[config.mk]
export PLATFORM = sky130hd
export DESIGN_NAME = imem_loader_fetch
export DESIGN_NICKNAME = d
export VERILOG_FILES = /design/src/rtl/imem_pkg.sv /design/src/rtl/imem_array.sv /design/src/rtl/imem_loader_fetch.sv
export SDC_FILE = /design/constraint.sdc
export NUM_CORES = 1
export LEC_CHECK = 0
export CAP_MARGIN = 10
export CORE_UTILIZATION = 28
export DETAILED_ROUTE_END_ITERATION = 10
export SETUP_SLACK_MARGIN = 0.02
export SYNTH_ARGS = -nofsm -noshare
export SYNTH_HDL_FRONTEND = slang
export SYNTH_HIERARCHICAL = 1
export SYNTH_SLANG_ARGS = --single-unit
[constraint.sdc]
create_clock -name clk -period 2.4 [get_ports clk]
set_input_delay 0.36 -clock clk [delete_from_list [all_inputs] [get_ports clk]]
set_output_delay 0.36 -clock clk [all_outputs]
set_load 0.02 [all_outputs]
[src/rtl/imem_pkg.sv]
// Shared types and helpers for the instruction memory loader/fetch block.
package imem_pkg;

    localparam int unsigned DATA_W_DEF = 8;
    localparam int unsigned ADDR_W_DEF = 4;

    typedef enum logic [1:0] {
        IDLE,
        LOAD,
        RUN
    } state_e;

    // Even parity bit: makes the total count of ones (data + parity) even.
    function automatic logic parity64(input logic [63:0] v);
        return ^v;
    endfunction

endpackage

[src/rtl/imem_array.sv]
// Word storage with one synchronous write port and one registered read port.
module imem_array
    import imem_pkg::*;
#(
    parameter int unsigned WORD_W = DATA_W_DEF,
    parameter int unsigned ADDR_W = ADDR_W_DEF
) (
    input  logic              clk,
    input  logic              rst_n,
    input  logic              we_i,
    input  logic [ADDR_W-1:0] waddr_i,
    input  logic [WORD_W-1:0] wdata_i,
    input  logic              re_i,
    input  logic [ADDR_W-1:0] raddr_i,
    output logic [WORD_W-1:0] rdata_o
);

    localparam int unsigned DEPTH = 1 << ADDR_W;

    logic [WORD_W-1:0] mem [DEPTH];
    logic [WORD_W-1:0] rdata_q;

    always_ff @(posedge clk) begin
        if (we_i) begin
            mem[waddr_i] <= wdata_i;
        end
    end

    // Read register only updates on an accepted fetch, so it doubles as the output hold.
    always_ff @(posedge clk or negedge rst_n) begin
        if (!rst_n) begin
            rdata_q <= '0;
        end else if (re_i) begin
            rdata_q <= mem[raddr_i];
        end
    end

    assign rdata_o = rdata_q;

endmodule

[src/rtl/imem_loader_fetch.sv]
// Instruction memory with burst loader and 1-cycle-latency fetch port.
// Optional stored parity and ins_perr flag when IMEM_PARITY_EN is defined.
module imem_loader_fetch
    import imem_pkg::*;
#(
    parameter int unsigned DATA_W = DATA_W_DEF,
    parameter int unsigned ADDR_W = ADDR_W_DEF
) (
    input  logic              clk,
    input  logic              rst_n,
    input  logic              ld_start,
    input  logic [ADDR_W-1:0] ld_base,
    input  logic [ADDR_W:0]   ld_len,
    input  logic              ld_valid,
    input  logic [DATA_W-1:0] ld_data,
    output logic              ld_ready,
    output logic              ld_done,
    input  logic              fetch_valid,
    input  logic [ADDR_W-1:0] fetch_pc,
    output logic              fetch_ready,
    output logic              ins_valid,
    output logic [DATA_W-1:0] ins_data,
    input  logic              ins_ready,
    output logic              busy,
    output logic              ins_perr
);

    localparam int unsigned DEPTH = 1 << ADDR_W;
`ifdef IMEM_PARITY_EN
    localparam int unsigned WORD_W = DATA_W + 1;
`else
    localparam int unsigned WORD_W = DATA_W;
`endif
    localparam logic [ADDR_W:0] DEPTH_L = (ADDR_W + 1)'(DEPTH);
    localparam logic [ADDR_W:0] ONE_L   = (ADDR_W + 1)'(1);

    state_e            state_q, state_d;
    logic [ADDR_W-1:0] wr_addr_q, wr_addr_d;
    logic [ADDR_W:0]   left_q, left_d;
    logic              ld_ready_q, ld_ready_d;
    logic              ld_done_q, ld_done_d;
    logic              ins_valid_q, ins_valid_d;
    logic              start_ok;
    logic              wr_fire;
    logic              fetch_fire;
    logic [WORD_W-1:0] wdata;
    logic [WORD_W-1:0] rdata;

    assign start_ok    = ld_start && (ld_len != '0);
    assign wr_fire     = ld_valid && ld_ready_q;
    assign fetch_ready = (state_q == RUN) && !ld_start && (!ins_valid_q || ins_ready);
    assign fetch_fire  = fetch_valid && fetch_ready;

    always_comb begin
        state_d   = state_q;
        wr_addr_d = wr_addr_q;
        left_d    = left_q;
        ld_done_d = 1'b0;
        unique case (state_q)
            IDLE, RUN: begin
                if (start_ok) begin
                    state_d   = LOAD;
                    wr_addr_d = ld_base;
                    left_d    = (ld_len > DEPTH_L) ? DEPTH_L : ld_len;
                end
            end
            LOAD: begin
                if (wr_fire) begin
                    wr_addr_d = wr_addr_q + 1'b1;
                    left_d    = left_q - ONE_L;
                    if (left_q == ONE_L) begin
                        state_d   = RUN;
                        ld_done_d = 1'b1;
                    end
                end
            end
            default: state_d = IDLE;
        endcase
        ld_ready_d = (state_d == LOAD);

        if (fetch_fire) begin
            ins_valid_d = 1'b1;
        end else if (ins_ready) begin
            ins_valid_d = 1'b0;
        end else begin
            ins_valid_d = ins_valid_q;
        end
    end

    always_ff @(posedge clk or negedge rst_n) begin
        if (!rst_n) begin
            state_q     <= IDLE;
            wr_addr_q   <= '0;
            left_q      <= '0;
            ld_ready_q  <= 1'b0;
            ld_done_q   <= 1'b0;
            ins_valid_q <= 1'b0;
        end else begin
            state_q     <= state_d;
            wr_addr_q   <= wr_addr_d;
            left_q      <= left_d;
            ld_ready_q  <= ld_ready_d;
            ld_done_q   <= ld_done_d;
            ins_valid_q <= ins_valid_d;
        end
    end

`ifdef IMEM_PARITY_EN
    assign wdata    = {parity64(64'(ld_data)), ld_data};
    assign ins_perr = ins_valid_q && (parity64(64'(rdata[DATA_W-1:0])) != rdata[DATA_W]);
`else
    assign wdata    = ld_data;
    assign ins_perr = 1'b0;
`endif

    imem_array #(
        .WORD_W (WORD_W),
        .ADDR_W (ADDR_W)
    ) u_array (
        .clk     (clk),
        .rst_n   (rst_n),
        .we_i    (wr_fire),
        .waddr_i (wr_addr_q),
        .wdata_i (wdata),
        .re_i    (fetch_fire),
        .raddr_i (fetch_pc),
        .rdata_o (rdata)
    );

    assign ld_ready  = ld_ready_q;
    assign ld_done   = ld_done_q;
    assign ins_valid = ins_valid_q;
    assign ins_data  = rdata[DATA_W-1:0];
    assign busy      = (state_q == LOAD);

endmodule

==> parameters.txt <==
Parameter                              Value

Setup path
  Largest stage delay on the critical path ... 0.66 ns
  Critical path data required time ... 2.04 ns
  Worst Setup Path Type ... register to primary output
  Kind of end point of the critical path ... primary output
  Number of buffers and inverters on the critical path ... 1
  CP top delay family ... buffers and inverters
  Critical-path cell with the highest stage delay ... clkdlybuf4s50_1
  Data arrival time of the worst path ... around 1.9 ns
  Cell chain of the critical path ... nor2b_1, nor4b_2, clkdlybuf4s50_1
  Register-to-Register Setup Slack ... between 0.6 and 0.7 ns
  Sort of element at the start of the critical path ... register
  Worst Path Max Fanout ... 2

Synthesis
  Most used flip-flop cell after synthesis ... edfxtp_1
  Post-synthesis cell type count ... 44
  Synthesized flop and latch total ... 150
  Cell area after synthesis ... around 6000 sq um
  Share of the synthesized area in the top cell type ... 0.624
  Cell types occupying the most area after synthesis ... edfxtp_1 62%, mux4_2 9.5%, dfrtp_1 8.9%, mux4_1 2.6%, a221oi_2 2.0%
  Synthesized instance count ... ~330
  Library cell occupying the most area in the post-synthesis netlist ... edfxtp_1
  Fraction of the yosys area taken by sequential cells ... 0.713
  Warnings from Yosys ... 6
  EDFF count, synth ... between 100 and 150
  Synthesized Nets ... 356
  Share of flip-flops with an asynchronous set or reset after synthesis ... 0.147
  Mean post-synth cell area ... ~19 sq um

Floorplan
  Die height ... roughly 150 microns
  Number of placement rows ... between 50 and 60
  IO Count ... between 40 and 50
  Area of the die ... between 20000 and 25000 sq um
  Effective utilization at floorplan ... 0.289
  Floorplan die width ... 150 microns
  CORE AREA ... approximately 21000 sq um

Finish
  Fillers ... 1926
  Sequential standard cell area ... ~4400 sq um
  Area of the multi-input gates ... ~1600 sq um
  Synth-to-Final Area Change ... 23.1%
  Final core utilization ... 0.356
  Layout Nets ... about 420
  Antenna fix cells ... 0
  Fraction of final layout cells with drive strength greater than 1 ... 0.258

Routing
  Antenna Violating Nets Remaining ... 0
  Detailed-routing iteration count for the pre-antenna-repair pass ... 4
  Number of DRC markers after the initial detailed-route iteration ... between 150 and 200
  Vias after detailed routing ... about 3200
  Number of vias per cell after detailed routing ... around 4.8
  Wirelength per Cell ... 18.9 microns
  Total wirelength of the detailed-routed design ... 12.9 mm
  DRC violation count after routing ... 0

Pwr
  Peak supply drop ... 0.507 mV
  Leakage power ... about 2.6 nW
  Power per cell area ... approximately 910 nW/um^2

Clocking
  CTS buffer count ... 17
  Hold Buf Count CTS ... 0
  Number of sinks on the clock net ... 150
  Bufs on Longest Clock Path ... 2
  Clock Root Buffer ... clkbuf_16
  Resized cells post-CTS ... 2
  Worst-skew pair later-pin latency ... around 0.4 ns
  CTS H-Tree Depth ... 4
  Setup fix buffers added after clock tree synthesis ... 0
  TritonCTS clock tree ... done
  Clock slew at reported path FFs ... about 0.06 ns

STA
  Max-slew headroom at the worst pin ... 0.601
  Post-layout worst setup margin ... about 0.19 ns
  Final Hold Viols ... 0
  Final-layout setup total negative slack ... 0 ns
  Timing-limited maximum frequency ... 0.452 GHz
  Setup violations, final ... 0
  Slew at the pin with the worst max-slew slack ... 0.596 ns
  Unrepaired setup endpoints after global routing ... no
  Skew final ... 0.00535 ns
  Worst hold margin ... 0.329 ns
  Crit share post-route ... 0.921
  Shortest clock period the worst path allows after layout ... approximately 2.2 ns
  Max-slew violation total from the final report ... 0

Outcome
  Status ... complete, no violations

Global routing
  Overall fraction of global-route tracks in use ... 0.123
  GR Util met1 ... 0.157
  Met2 GRT Util ... 0.203
  Via count of the first global-routing pass ... 3366
  GR peak layer ... met2
  Wire length of the first global-routing pass ... around 20 mm
  Met3 track utilization from global routing ... 0.0370
  Number of antenna violations at the first check in global routing ... 0
  Largest net degree at the start of global routing ... 25
  Aggregate global routing overflow ... 0

Run
  Maximum capacitance violations ... 0

Worst hold path
  Tightest Hold Check Type ... input pin to async pin

Place
  DP Wirelength ... around 8.5 mm
  Post-place setup slack ... around 0.18 ns
  Port bufs ... 39
  Routability congestion estimate from global placement ... 0.769
[cell families after synthesis]
| kind of cell | Yosys count | synth area share |
|---|---|---|
| AOI/OAI and AO/OA | 42 | 0.0593 |
| xor gates and xnor gates | 1 | 0.00142 |
| adders and majority gates | 3 | 0.00609 |
| buffers and inverters | 24 | 0.0290 |
| DFF | 150 | 0.713 |
| muxes | 43 | 0.139 |
| other | 1 | 0.000609 |
| and+or+nand+nor | 62 | 0.0508 |
[final timing paths]
| path | start | to | cells past startpoint |
|---|---|---|---|
| max in group asynchronous | rst_n | u_array/rdata_o[1]$_DFFE_PN0P_ | 2 |
| hold / removal | rst_n | left_q[2]$_DFFE_PN0P_ | 2 |
| setup / recovery | ins_valid$_DFFE_PN0P_ | fetch_ready | 3 |
| min in group clk | left_q[4]$_DFFE_PN0P_ | left_q[4]$_DFFE_PN0P_ | 1 |
| hold reg to reg | left_q[4]$_DFFE_PN0P_ | left_q[4]$_DFFE_PN0P_ | 1 |
| setup reg to reg | state_q[1]$_DFF_PN0_ | left_q[0]$_DFFE_PN0P_ | 6 |
[cells in the mapped netlist, drive strengths merged, types with 2 or more instances]
library cell	number
edfxtp	128
mux4	32
nor2	27
dfrtp	22
buf	17
a21oi	10
mux2i	10
o22ai	9
a221oi	8
inv	6
nand2	6
nor3	6
and2	4
nand2b	4
o22a	4
a31oi	3
ha	3
nand3	3
nand3b	3
nor4b	2
o21ai	2
or2	2
[cells in the final DEF, fill, tap and decap left out, types with 2 or more instances in the layout]
cell	synthesis	routed
a21oi_1	10	10
a221oi_2	8	8
a31oi_1	3	3
and2_1	4	4
buf_12	2	4
buf_4	2	24
bufinv_16	0	2
clkbuf_16	0	17
clkdlybuf4s50_1	0	37
clkinv_2	0	5
clkinv_4	0	3
dfrtp_1	22	22
edfxtp_1	128	128
ha_1	3	3
inv_1	5	5
mux2i_1	10	10
mux4_1	6	6
mux4_2	26	26
nand2_1	6	6
nand2b_1	4	3
nand3_1	3	3
nand3b_1	3	3
nor2_1	27	27
nor3_1	6	6
o21ai_0	2	2
o22a_1	4	4
o22ai_1	8	8
or2_2	2	2
[worst register-to-register path, delay by kind of cell, from the launching register on]
kind | cells | cell delay [ns]
AO/OA/AOI/OAI | 1 | 0.32
flip-flops | 1 | 0.41
AND/OR/NAND/NOR | 3 | 0.56
buffers and inverters | 2 | 0.36
[state kept, by name (all words and copies together) (netlist names)]
name	flops
ins_valid	1
ld_done	1
ld_ready	1
left_q	5
state_q	2
u_array/mem	128
u_array/rdata_o	8
wr_addr_q	4
[metrics by stage]
| step | cells | power (W) | cell area, sq um |
|---|---|---|---|
| floorplan | 326 | 0.00398 | 6170 |
| global route | 682 | 0.00718 | 7580 |
| detailed placement | 650 | 0.00439 | 7000 |
| finish | 682 | 0.00689 | 7580 |
| CTS | 682 | 0.00696 | 7580 |
| global placement | 650 | 0.00434 | 7000 |
[layer usage]
layer  part of all wire  wire length [microns]
met3              0.048                    614
met5                  0                      0
met2               0.50                   6450
met1               0.44                   5710
met4             0.0061                     78
[report_power, final]
group,total [W],internal [W],switching (W)
Clock,0.00255,0.00155,0.00100
Sequential,0.00330,0.00313,0.000166
Combinational,0.00104,0.000468,0.000568
Total,0.00689,0.00515,0.00174
[cell type report]
type,instances,share of cell area
Clock buffer,19,0.0584
Clock inverter,13,0.0173
Inverter,6,0.00330
Multi-Input combinational cell,152,0.210
Sequential cell,150,0.580
Tap cell,275,0.0454
Timing Repair Buffer,67,0.0855
Note: power is estimated with default switching activity, not from simulation.
